File: src/rtl/mantenimiento_scheduler_pkg.sv
// mantenimiento_pkg: scheduler state encoding, FSM idle code and saturating counter helper
package mantenimiento_pkg;
  typedef enum logic [2:0] {S_IDLE, S_ESPERA, S_INICIAR, S_ACTIVO, S_DETENER, S_DRENAR, S_ERROR} sched_state_t;
  localparam logic [7:0] ESTADO_IDLE = 8'h00;
  function automatic logic [7:0] sat_inc(input logic [7:0] v);
    return v == 8'hff ? v : v + 8'd1;
  endfunction
endpackage

File: src/rtl/mantenimiento_scheduler_timer.sv
// mant_timer: loadable down-counter; expired while the count is at its last cycle (or idle at zero)
module mant_timer #(
  parameter int W = 16
) (
  input  logic         clk,
  input  logic         reset,
  input  logic         load_i,
  input  logic [W-1:0] val_i,
  output logic         expired_o
);
  logic [W-1:0] cnt_q;
  always_ff @(posedge clk or posedge reset)
    if (reset) cnt_q <= '0;
    else if (load_i) cnt_q <= val_i;
    else if (cnt_q != '0) cnt_q <= cnt_q - W'(1);
  assign expired_o = cnt_q <= W'(1);
endmodule

File: src/rtl/mantenimiento_scheduler.sv
// mantenimiento_scheduler: periodic/manual starter for the maintenance FSM with timeout abort, bounded retry and count cross-check
module mantenimiento_scheduler
  import mantenimiento_pkg::*;
#(
  parameter int INTERVAL_W  = 16,
  parameter int MAX_RETRIES = 2,
  parameter int DRAIN_CYC   = 16
) (
  input  logic                  clk,
  input  logic                  reset,
  input  logic                  habilitar,
  input  logic [INTERVAL_W-1:0] intervalo,
  input  logic [INTERVAL_W-1:0] timeout,
  input  logic                  solicitud_manual,
  input  logic                  terminado,
  input  logic [7:0]            estado_fsm,
  input  logic [7:0]            num_mantenimientos,
  output logic                  iniciar,
  output logic                  detener,
  output logic                  ocupado,
  output logic [7:0]            cnt_ok,
  output logic [7:0]            cnt_timeout,
  output logic                  error,
  output logic [2:0]            estado_sched
);
  sched_state_t state_q, state_d;
  logic [7:0] retries_q, retries_d, expected_q, expected_d;
  logic [7:0] cnt_ok_q, cnt_ok_d, cnt_to_q, cnt_to_d;
  logic iniciar_q, detener_q, ocupado_q, error_q, mismatch, expired, load;
  logic [INTERVAL_W-1:0] load_val;
  // One timer serves every timed phase; it is reloaded whenever one of them is entered
  assign load = state_d != state_q && (state_d == S_ESPERA || state_d == S_ACTIVO || state_d == S_DRENAR);
  assign load_val = state_d == S_ESPERA ? (intervalo == '0 ? INTERVAL_W'(1) : intervalo) :
                    state_d == S_ACTIVO ? (timeout == '0 ? INTERVAL_W'(1) : timeout) :
                    INTERVAL_W'(DRAIN_CYC);
  mant_timer #(.W(INTERVAL_W)) u_timer (
    .clk       (clk),
    .reset     (reset),
    .load_i    (load),
    .val_i     (load_val),
    .expired_o (expired)
  );
  always_comb begin
    state_d    = state_q;
    retries_d  = retries_q;
    expected_d = expected_q;
    cnt_ok_d   = cnt_ok_q;
    cnt_to_d   = cnt_to_q;
    mismatch   = 1'b0;
    case (state_q)
      S_IDLE:    state_d = habilitar ? S_ESPERA : S_IDLE;
      S_ESPERA:  state_d = !habilitar ? S_IDLE : (solicitud_manual || expired) ? S_INICIAR : S_ESPERA;
      S_INICIAR: state_d = S_ACTIVO;
      S_ACTIVO:
        if (terminado) begin
          cnt_ok_d   = sat_inc(cnt_ok_q);
          expected_d = expected_q + 8'd1;
          retries_d  = '0;
          mismatch   = num_mantenimientos != expected_d;
          state_d    = habilitar ? S_ESPERA : S_IDLE;
        end else if (expired) state_d = S_DETENER;
      S_DETENER: begin
        cnt_to_d = sat_inc(cnt_to_q);
        state_d  = S_DRENAR;
      end
      S_DRENAR:
        if (estado_fsm == ESTADO_IDLE) begin
          retries_d = retries_q < 8'(MAX_RETRIES) ? retries_q + 8'd1 : retries_q;
          state_d   = retries_q < 8'(MAX_RETRIES) ? S_INICIAR : S_ERROR;
        end else if (expired) state_d = S_ERROR;
      default:   state_d = S_ERROR;
    endcase
  end
  always_ff @(posedge clk or posedge reset)
    if (reset) begin
      state_q    <= S_IDLE;
      retries_q  <= '0;
      expected_q <= '0;
      cnt_ok_q   <= '0;
      cnt_to_q   <= '0;
      iniciar_q  <= 1'b0;
      detener_q  <= 1'b0;
      ocupado_q  <= 1'b0;
      error_q    <= 1'b0;
    end else begin
      state_q    <= state_d;
      retries_q  <= retries_d;
      expected_q <= expected_d;
      cnt_ok_q   <= cnt_ok_d;
      cnt_to_q   <= cnt_to_d;
      iniciar_q  <= state_d == S_INICIAR;
      detener_q  <= state_d == S_DETENER;
      ocupado_q  <= state_d == S_INICIAR || state_d == S_ACTIVO || state_d == S_DETENER || state_d == S_DRENAR;
      error_q    <= error_q || mismatch || state_d == S_ERROR;
    end
  assign iniciar      = iniciar_q;
  assign detener      = detener_q;
  assign ocupado      = ocupado_q;
  assign cnt_ok       = cnt_ok_q;
  assign cnt_timeout  = cnt_to_q;
  assign error        = error_q;
  assign estado_sched = state_q;
endmodule
File: config.mk
export PLATFORM = sky130hd
export DESIGN_NAME = mantenimiento_scheduler
export DESIGN_NICKNAME = d
export VERILOG_FILES = /design/src/rtl/mantenimiento_scheduler_pkg.sv /design/src/rtl/mantenimiento_scheduler_timer.sv /design/src/rtl/mantenimiento_scheduler.sv
export SDC_FILE = /design/constraint.sdc
export NUM_CORES = 1
export LEC_CHECK = 0
export ABC_AREA = 1
export CORE_ASPECT_RATIO = 1.2
export CORE_MARGIN = 2
export CORE_UTILIZATION = 55
export CTS_CLUSTER_DIAMETER = 30
export DETAILED_ROUTE_END_ITERATION = 16
export PLACE_DENSITY = 0.86
export SYNTH_ARGS = -nofsm -noshare
export SYNTH_HDL_FRONTEND = slang
export SYNTH_SLANG_ARGS = --single-unit
export TNS_END_PERCENT = 5
File: constraint.sdc
create_clock -name clk -period 5.7 [get_ports clk]
set_input_delay 1.14 -clock clk [delete_from_list [all_inputs] [get_ports clk]]
set_output_delay 1.14 -clock clk [all_outputs]
set_load 0.05 [all_outputs]
# Word-level counts from Yosys, hierarchy flattened
# Cells that the tools add are included.
# classes
add_sub_neg	5
n_lt_le_gt_ge	2
eq_ne	18
muxes	21
bitwise	2
reduce_logical	20
# op_table
operator	count
16-bit two-way mux	6
8-bit by 1-bit adder with 8-bit output, second input constant	4
16-bit zero test	2
8-bit two-way mux	3
3-bit one-hot mux with 6 select lines	1
8-bit equality test, second input constant	2
16-bit by 1-bit less-or-equal comparator with 1-bit output, second input constant	1
8-bit one-hot mux with 2 select lines	1
16-bit nonzero test	1
16-bit by 1-bit subtractor with 16-bit output, second input constant	1
3-bit equality test, second input constant	5
3-bit two-way mux	5
3-bit by 2-bit equality test with 1-bit output, second input constant	4
8-bit zero test	1
1-bit logical OR	8
8-bit by 2-bit less-than comparator with 1-bit output, second input constant	1
8-bit != test	1
3-bit by 1-bit equality test with 1-bit output, second input constant	2
2-bit != test, second input constant	3
2-bit two-way mux	2
2-bit AND reduction	2
4-bit AND reduction	1
2-bit nonzero test	2
3-bit zero test	1
other kinds (5)	8
# word_totals
ff_bits	55
in_bits	53
out_inout_bits	23
elab_cells	78

# Longest topological paths before layout
# Gate-level depths: netlist of the first run.
# logic_depth
ltp_word	10
ltp_mapped	17
depth_no_buf	17

# Hierarchy
# From an unflattened synthesis of the first run, not the netlist that was laid out.
# unflattened
hier_cells	552
hier_area_um2	3792.4
# modules_own_cells
module	instances	cells_per_inst	area_per_inst_um2	seq_area_each_um2
mantenimiento_scheduler	1	356	2521.2	975.9
mant_timer	1	196	1271.2	400.4

# Least setup slack after synthesis of the first run
# OpenSTA, ideal clock, no wires.
# synth_timing
path_kind	input port to flip-flop
startpoint	in estado_fsm[7]
endpoint	reg error_q (netlist: error)
setup_ps	123
arrival_ps	2258
required_ps	5577
slack_ps	3319
cell_stages	9
path_cell_list	nor2_1 -> nand2_1 -> nor2_1 -> nand3_1 -> o21ai_0 -> buf_2 -> inv_1 -> a21oi_1 -> nand2_1
# synth_between
elab_chain_len	5
# synth_rtl
item	line_no	source
from (decl)	mantenimiento_scheduler.sv:16	input logic [7:0] estado_fsm,
8-bit zero test	mantenimiento_scheduler.sv:67	if (estado_fsm == ESTADO_IDLE) begin
3-bit two-way mux	mantenimiento_scheduler.sv:67	
3-bit one-hot mux with 6 select lines	mantenimiento_scheduler.sv:50	case (state_q)
via state_d[2]	mantenimiento_scheduler.sv:26	sched_state_t state_q, state_d;
3-bit equality test	mantenimiento_scheduler.sv:94	error_q <= error_q || mismatch || state_d == S_ERROR;
1-bit logical OR	mantenimiento_scheduler.sv:94	
to (signal assigned)	mantenimiento_scheduler.sv:84	error_q <= 1'b0;
to (signal assigned)	mantenimiento_scheduler.sv:94	
to (decl)	mantenimiento_scheduler.sv:29	logic iniciar_q, detener_q, ocupado_q, error_q, mismatch, expired, load;
# The timed path passes the listed nets, and every way through them passes these cells.
# A chain may end at the register's enable or synchronous reset.

# Worst setup path after layout of the first run
# layout_timing
startpoint	in estado_fsm[7]
endpoint	reg u_timer.cnt_q[4]
# layout_between
elab_chain_len	8
elab_cells_between_ends	14
# layout_rtl
item	line_no	source
8-bit zero test (*)	mantenimiento_scheduler.sv:67	
3-bit two-way mux (*)	mantenimiento_scheduler.sv:67	
3-bit one-hot mux with 6 select lines (*)	mantenimiento_scheduler.sv:50	
3-bit by 1-bit equality test with 1-bit output or 3-bit by 2-bit equality test with 1-bit output (tied branches)	mantenimiento_scheduler.sv:32, mantenimiento_scheduler.sv:33, mantenimiento_scheduler.sv:34	
1-bit logical OR (2 in series)	mantenimiento_scheduler.sv:32	assign load = state_d != state_q && (state_d == S_ESPERA || state_d == S_ACTIVO || state_d == S_DRENAR);
1-bit logical AND	mantenimiento_scheduler.sv:32	
16-bit two-way mux or 2-bit nonzero test (tied branches)	n/a	
to (signal assigned)	mantenimiento_scheduler_timer.sv:14	else if (load_i) cnt_q <= val_i;
to (signal assigned)	mantenimiento_scheduler_timer.sv:15	else if (cnt_q != '0) cnt_q <= cnt_q - W'(1);
to (decl)	mantenimiento_scheduler_timer.sv:11	logic [W-1:0] cnt_q;
# Every way passes the cells marked *; elsewhere a longest branch is shown, timed or not.

==> results.txt, run 1 <==
Status -> finished, final reports clean
Worst r2r dst -> u_timer.cnt_q[4]$_DFFE_PP0P_
Hold-critical path depth -> 2
Die width -> 75.6 µm
Worst Tran Pin Value -> 703 ps
Worst r2r src -> u_timer.cnt_q[0]$_DFFE_PP0P_
# hold bufs at CTS -> 0
Avg Cell Area, Syn -> 7.51 µm²
Final ANT Viol Nets -> 0
Avg WL per Cell -> 13.7 µm
Reg2reg setup slack -> 3000 ps
Normalized max-slew margin -> 53.1%
HPWL after DPL -> 6400 µm
Worst-path cell chain -> clkdlybuf4s50_1 -> nor2_1 -> nand2_1 -> nor2_1 -> nand3_1 -> o21ai_0 -> buf_4 -> nand3_1 -> o21ai_0 -> nand2_1 -> nand2_1
Area Overhead vs Synth -> 27.6%
Synth area leader -> dfrtp_1
Type of the worst setup path -> in2reg
DRC Markers -> 0
Syn Nets -> 509
Worst path slowest cell -> clkdlybuf4s50_1
Post-DR vias/cell -> 5.27
Pre-antenna DRT Iters -> 5
Xor/xnor share of the synthesized area -> 9.07%
Num CTS Buffers -> 5
Die area -> 6790 µm²
Hold endpoint -> expected_q[6]$_DFFE_PP0P_
Placed Cells -> 601
Fin worst setup slack -> 2730 ps
Largest family of logic cells by synthesized area -> simple AND/OR/NAND/NOR gates
Synthesized-area fraction occupied by adder cells -> 2.22%
Non-Filler Instances -> 609
Cell repeated most along the worst path -> nand2_1
Initial drt markers -> 210
Final hold violations -> 0
Min-delay worst type -> reg2reg
Via count -> 3208
CTS tree -> done
RSZ-0062 raised after global routing -> false
#FFs+latches synth -> 55
Clock latency on the worst-skew pair -> 320 ps
Max-slew violations -> 0
Share of the synthesized area in the top cell type -> 40.7%
Compound-Gate Fraction of Synth Area -> 8.11%
Worst vdd ir -> 0.186 mV
Final Skew -> 8.64 ps
Overall Global Routing Usage -> 26.3%
R2R depth -> 16
Initial antenna violation count -> 0
Setup crit start kind -> input port
Cts repair resizes -> 0
Vias in the first global route -> 3217
Max clock buf depth -> 2
Die Height -> 89.9 µm
Core ar. -> 5970 µm²
YS warnings -> 0
Data required time of the worst path -> 5960 ps
Routability Congestion -> 0.915
First-pass GRT wire length -> 14000 µm
Netlist cell types -> 36
Hold Path Origin -> expected_q[6]$_DFFE_PP0P_
Mux contribution to synthesized area -> 0%
Post-synthesis cell count -> 450
Proportion of layout cells with a drive suffix above 1 -> 5.88%
# setup viols final -> 0
Total Routed Length -> 8360 µm
Clock root cell -> clkbuf_8
# Post-CTS Setup Buffers -> 0
Final nets -> 585
Largest net degree at the start of global routing -> 56
Antenna cells -> 0
Post-Synth Simple-Gate Area -> 31.0%
Clk slew on worst S/H paths -> 100 ps
CTS H-Tree Depth -> 2
Synth top area cells -> dfrtp_1, nand2_1, inv_1
Fmax -> 0.337 GHz
Lkg Pwr -> 2.08 nW
CP max FO -> 12
Setup TNS -> 0 ps
Initial Util -> 56.6%
Final Util -> 72.2%
Mapped Area -> 3380 µm²
Nature of the critical path endpoint -> register
Site row count -> 31
Grt total ovfl -> 0
Port-buffer cells -> 75
I/O pins -> 76
Crit path largest cell delay -> 400 ps
WP data arrival -> 3230 ps
Max-cap violations -> 0
Seq/Total Area, Yosys -> 40.7%
Post-Place Setup Slack -> 2440 ps
Fin crit period -> 2970 ps
Power Density -> 340 nW/µm²
CTS Sinks -> 55
Post-route clock period utilization -> 52.1%
-- worst max-delay path: cells and delay by family --
family | cells | cell delay, ps
buffers and inverters | 2 | 610
AOI/OAI and AO/OA | 2 | 520
and+or+nand+nor | 7 | 960
-- power by group --
group | switching (W) | internal [W] | total [W]
logic | 0.000401 | 0.000237 | 0.000638
clock network | 0.000133 | 0.000145 | 0.000277
registers | 0.0000837 | 0.000468 | 0.000551
-- worst max-delay path by stage --
| stage | from | to | slack, ps |
|---|---|---|---|
| floorplan | reset | cnt_ok[0]$_DFFE_PP0P_ | 3220 |
| global placement | estado_fsm[7] | u_timer.cnt_q[3]$_DFFE_PP0P_ | 2450 |
| detailed placement | estado_fsm[5] | u_timer.cnt_q[2]$_DFFE_PP0P_ | 2440 |
| CTS | estado_fsm[5] | u_timer.cnt_q[2]$_DFFE_PP0P_ | 2750 |
| global route | estado_fsm[7] | u_timer.cnt_q[4]$_DFFE_PP0P_ | 2430 |
| finish | estado_fsm[7] | u_timer.cnt_q[4]$_DFFE_PP0P_ | 2730 |
-- flip-flops by register name, summed over array words and instances, names as in the netlist --
name and count:
error 1, ocupado 1, iniciar 1, detener 1, expected_q 8, retries_q 8, cnt_ok 8, estado_sched 3
cnt_timeout 8, u_timer.cnt_q 16
-- layer usage --
layer / global-route usage, % / vias to the layer above / wire length (µm) / share of wire, %
met5: 0 / - / 0 / 0
met4: 10.1 / 0 / 219 / 2.6
met3: 5.27 / 19 / 443 / 5.3
met2: 45.4 / 99 / 4410 / 53
met1: 31.1 / 1511 / 3290 / 39
li1: - / 1579 / - / -
-- final cells by class --
class                           instances  area [µm²]
Clock inverter                          2        38.8
Inverter                               65         244
Fill cell                             478        1660
Sequential cell                        55        1380
Clock buffer                            6        82.6
Tap cell                               82         103
Timing Repair Buffer                   77         766
Multi-Input combinational cell        322        1700
-- logic make-up after synthesis --
family | after synthesis
AND/OR/NAND/NOR | 236
buffers and inverters | 73
flip-flops | 55
AO/OA/AOI/OAI | 45
XOR/XNOR | 35
adder cells (fa/ha/maj) | 6
-- per-stage QoR --
| step | instance area [µm²] | hold slack (ps) | total power, W |
|---|---|---|---|
| detailed placement | 4190 | 485 | 0.00118 |
| CTS | 4310 | 503 | 0.00146 |
| global route | 4310 | 514 | 0.00156 |
| global placement | 4190 | 468 | 0.00116 |
| floorplan | 3380 | 453 | 0.00102 |
| finish | 4310 | 503 | 0.00147 |
-- cells in the mapped netlist, drive strengths merged --
| library cell | n |
|---|---|
| nor2 | 60 |
| clkbuf | 1 |
| ha | 6 |
| nand3 | 30 |
| o211ai | 1 |
| and3b | 1 |
| nor3 | 8 |
| o2bb2ai | 1 |
| o21a | 1 |
| a41oi | 1 |
| a21oi | 13 |
| nor4 | 7 |
| or2 | 2 |
| xnor2 | 10 |
| nand3b | 2 |
| o21ai | 26 |
| a31o | 1 |
| buf | 7 |
| dfrtp | 55 |
| nand4 | 13 |
| o21bai | 1 |
| xor2 | 25 |
| nand2 | 113 |
| inv | 65 |
-- cells in the final DEF, fill, tap and decap left out, types with 2 or more instances in the layout --
master / n
nand2_1: 110
clkdlybuf4s50_1: 75
inv_1: 62
dfrtp_1: 55
nor2_1: 54
nand3_1: 29
xor2_1: 25
o21ai_0: 24
nand4_1: 13
a21oi_1: 11
xnor2_1: 10
nor3_1: 7
nor4_1: 7
ha_1: 6
clkbuf_8: 6
inv_2: 3
nor2_4: 3
nand2_2: 3
nor2_2: 3
nand3b_1: 2
or2_2: 2
buf_4: 2
Power figures use the tool's default switching activity.
==> run 2, diff against run 1 <==
--- a/config.mk
+++ b/config.mk
@@ -8,10 +8,10 @@
 export ABC_AREA = 1
 export CORE_ASPECT_RATIO = 1.2
 export CORE_MARGIN = 2
-export CORE_UTILIZATION = 55
+export CORE_UTILIZATION = 51
 export CTS_CLUSTER_DIAMETER = 30
 export DETAILED_ROUTE_END_ITERATION = 16
-export PLACE_DENSITY = 0.86
+export PLACE_DENSITY = 0.81
 export SYNTH_ARGS = -nofsm -noshare
 export SYNTH_HDL_FRONTEND = slang
 export SYNTH_SLANG_ARGS = --single-unit
==> constraint.sdc (replaced) <==
create_clock -name clk -period 2.8 [get_ports clk]
set_input_delay 0.56 -clock clk [delete_from_list [all_inputs] [get_ports clk]]
set_output_delay 0.56 -clock clk [all_outputs]
set_load 0.05 [all_outputs]
==> results.txt, run 2 (synthesis gave the netlist of run 1 again) <==
Max-cap violations -> 0 (unchanged)
Final ANT Viol Nets -> 0 (unchanged)
# Post-CTS Setup Buffers -> 0 (unchanged)
Die area -> 7300 µm² (+7.5%)
Multi-input logic area -> 1700 µm² (unchanged)
Nature of the critical path endpoint -> register
Worst r2r src -> u_timer.cnt_q[0]$_DFFE_PP0P_
Initial antenna violation count -> 0 (unchanged)
Antenna cells -> 0 (unchanged)
# setup viols final -> 0 (unchanged)
Avg WL per Cell -> 13.3 µm (-3.2%)
Via count -> 3148 (-1.9%)
Worst Tran Pin Value -> 549 ps (-154 ps)
Cts repair resizes -> 0 (unchanged)
Post-route clock period utilization -> 88.8%
Area Overhead vs Synth -> 28.3%
Setup TNS -> 0 ps (unchanged)
Hold endpoint -> cnt_ok[7]$_DFFE_PP0P_
Top reg by flops -> u_timer.cnt_q
Crit path largest cell delay -> 410 ps (about the same)
WP data arrival -> 2730 ps (-500 ps)
Largest register FFs -> 16 (unchanged)
Overall Global Routing Usage -> 23.5% (-2.8 points)
Grt total ovfl -> 0 (unchanged)
Core ar. -> 6410 µm² (+7.2%)
Final nets -> 590 (+0.85%)
Routability Congestion -> 0.974 (+6.4%)
Most frequent cells in the layout -> nand2_1, clkdlybuf4s50_1, inv_1, dfrtp_1, nor2_1
First-pass GRT wire length -> 13700 µm (-2.0%)
Clk slew on worst S/H paths -> 110 ps (about the same)
Worst path slowest cell -> dfrtp_1
Seq. cell area -> 1380 µm² (unchanged)
Power Density -> 670 nW/µm² (+97%)
Data required time of the worst path -> 3050 ps (-2910 ps)
Fin crit period -> 2490 ps
Clock root cell -> clkbuf_8
Hold Path Origin -> cnt_ok[7]$_DFFE_PP0P_
Pre-antenna DRT Iters -> 4 (-1)
CTS H-Tree Depth -> 2 (unchanged)
Total Routed Length -> 8200 µm (-1.9%)
Placed Cells -> 609 (+1.3%)
Initial drt markers -> 241 (+15%)
Setup crit start kind -> register
Port-buffer cells -> 75 (unchanged)
# hold bufs at CTS -> 0 (unchanged)
I/O pins -> 76 (unchanged)
Final hold violations -> 0 (unchanged)
Commonest non-fill, non-tap cell in the layout -> nand2_1
Num CTS Buffers -> 5 (unchanged)
Reg2reg setup slack -> 310 ps (-2690 ps)
Top Family by Delay on Critical Path -> simple AND/OR/NAND/NOR gates
Setup crit start -> u_timer.cnt_q[0]$_DFFE_PP0P_
Type of the worst setup path -> reg2reg
Largest net degree at the start of global routing -> 32 (-43%)
Max-slew violations -> 0 (unchanged)
Worst-path cell chain -> inv_1 -> ha_1 -> inv_1 -> nand2_1 -> nand2_1 -> nor2_1 -> nand2_2 -> nand2_1 -> nand2_1 -> nand2_1 -> inv_1 -> nor2_4 -> nand3_1 -> o21ai_0 -> nor2_1 -> nor2_1
HPWL after DPL -> 6580 µm (+2.7%)
Fill cell count -> 568 (+19%)
Status -> finished, final reports clean
Max clock buf depth -> 2 (unchanged)
Final Skew -> 10.4 ps (+1.81 ps)
Clock latency on the worst-skew pair -> 320 ps (about the same)
RSZ-0062 raised after global routing -> false
DRC Markers -> 0 (unchanged)
Worst vdd ir -> 0.361 mV (+95%)
Non-Filler Instances -> 617 (+1.3%)
Vias in the first global route -> 3084 (-4.1%)
Initial Util -> 52.8% (-3.8 points)
CTS tree -> done
Site row count -> 32 (+3.2%)
CTS Sinks -> 55 (unchanged)
Min-delay worst type -> reg2reg
Hold-critical path depth -> 1 (-1)
Fmax -> 0.402 GHz
R2R depth -> 16 (unchanged)
Lkg Pwr -> 2.10 nW (+0.84%)
Cell repeated most along the worst path -> nand2_1
Worst r2r dst -> u_timer.cnt_q[1]$_DFFE_PP0P_
Die Height -> 93.2 µm (+3.7%)
Post-DR vias/cell -> 5.10 (-3.1%)
Buffers and inverters on the worst path -> 3 (+1)
Die width -> 78.3 µm (+3.6%)
Normalized max-slew margin -> 63.4% (+10 points)
Proportion of layout cells with a drive suffix above 1 -> 6.77% (+0.88 points)
CP max FO -> 13 (+1)
## run 2: area by class of cell
cell class                      count  share of cell area, %
Tap cell                           85                   2.45
Inverter                           65                   5.62
Clock buffer                        5                   1.59
Sequential cell                    55                   31.7
Clock inverter                      3                  0.519
Timing Repair Buffer               82                   18.8
Multi-Input combinational cell    322                   39.3
## run 2: metal layers
layer	share of wire, %	track usage (%)	wire [µm]	vias to the layer above
li1	-	-	-	1588
met1	40	27.2	3260	1454
met2	52	42.4	4250	84
met3	4.7	3.86	388	22
met4	3.7	10.4	306	0
met5	0	0	0	-
## run 2: how the worst max path moves through the flow
stage | end | slack [ps] | depth (start not counted)
6_report | u_timer.cnt_q[1]$_DFFE_PP0P_ | 310 | 16
5_1_grt | u_timer.cnt_q[3]$_DFFE_PP0P_ | 6 | 16
4_1_cts | u_timer.cnt_q[1]$_DFFE_PP0P_ | 310 | 16
3_5_place_dp | u_timer.cnt_q[1]$_DFFE_PP0P_ | 260 | 13
3_3_place_gp | u_timer.cnt_q[1]$_DFFE_PP0P_ | 310 | 13
2_1_floorplan | u_timer.cnt_q[1]$_DFFE_PP0P_ | 730 | 11
## run 2: power by group
group | total (W) | switching [W] | internal [W]
logic | 0.00133 | 0.000816 | 0.000510
registers | 0.00112 | 0.000170 | 0.000952
clock network | 0.000458 | 0.000277 | 0.000180
total | 0.00291 | 0.00126 | 0.00164
## run 2: through the flow
step / util [%] / hold WS [ps] / area, µm² / total power (W) / setup slack, ps
after floorplan: - / 453 / 3380 / 0.00208 / 726
after global placement: 66.3 / 473 / 4250 / 0.00243 / 311
after detailed placement: 66.3 / 486 / 4250 / 0.00246 / 261
after CTS: 67.7 / 504 / 4340 / 0.00291 / 312
after global routing: 67.7 / 527 / 4340 / 0.00313 / 5.53
final: 67.7 / 501 / 4340 / 0.00291 / 314
==> run 3, diff against run 2 <==
--- a/config.mk
+++ b/config.mk
@@ -12,6 +12,7 @@
 export CTS_CLUSTER_DIAMETER = 30
 export DETAILED_ROUTE_END_ITERATION = 16
 export PLACE_DENSITY = 0.81
+export SKIP_LAST_GASP = 1
 export SYNTH_ARGS = -nofsm -noshare
 export SYNTH_HDL_FRONTEND = slang
 export SYNTH_SLANG_ARGS = --single-unit
==> results of run 3 <==
No change in the layout: final DEF, timing and power equal those of run 2.
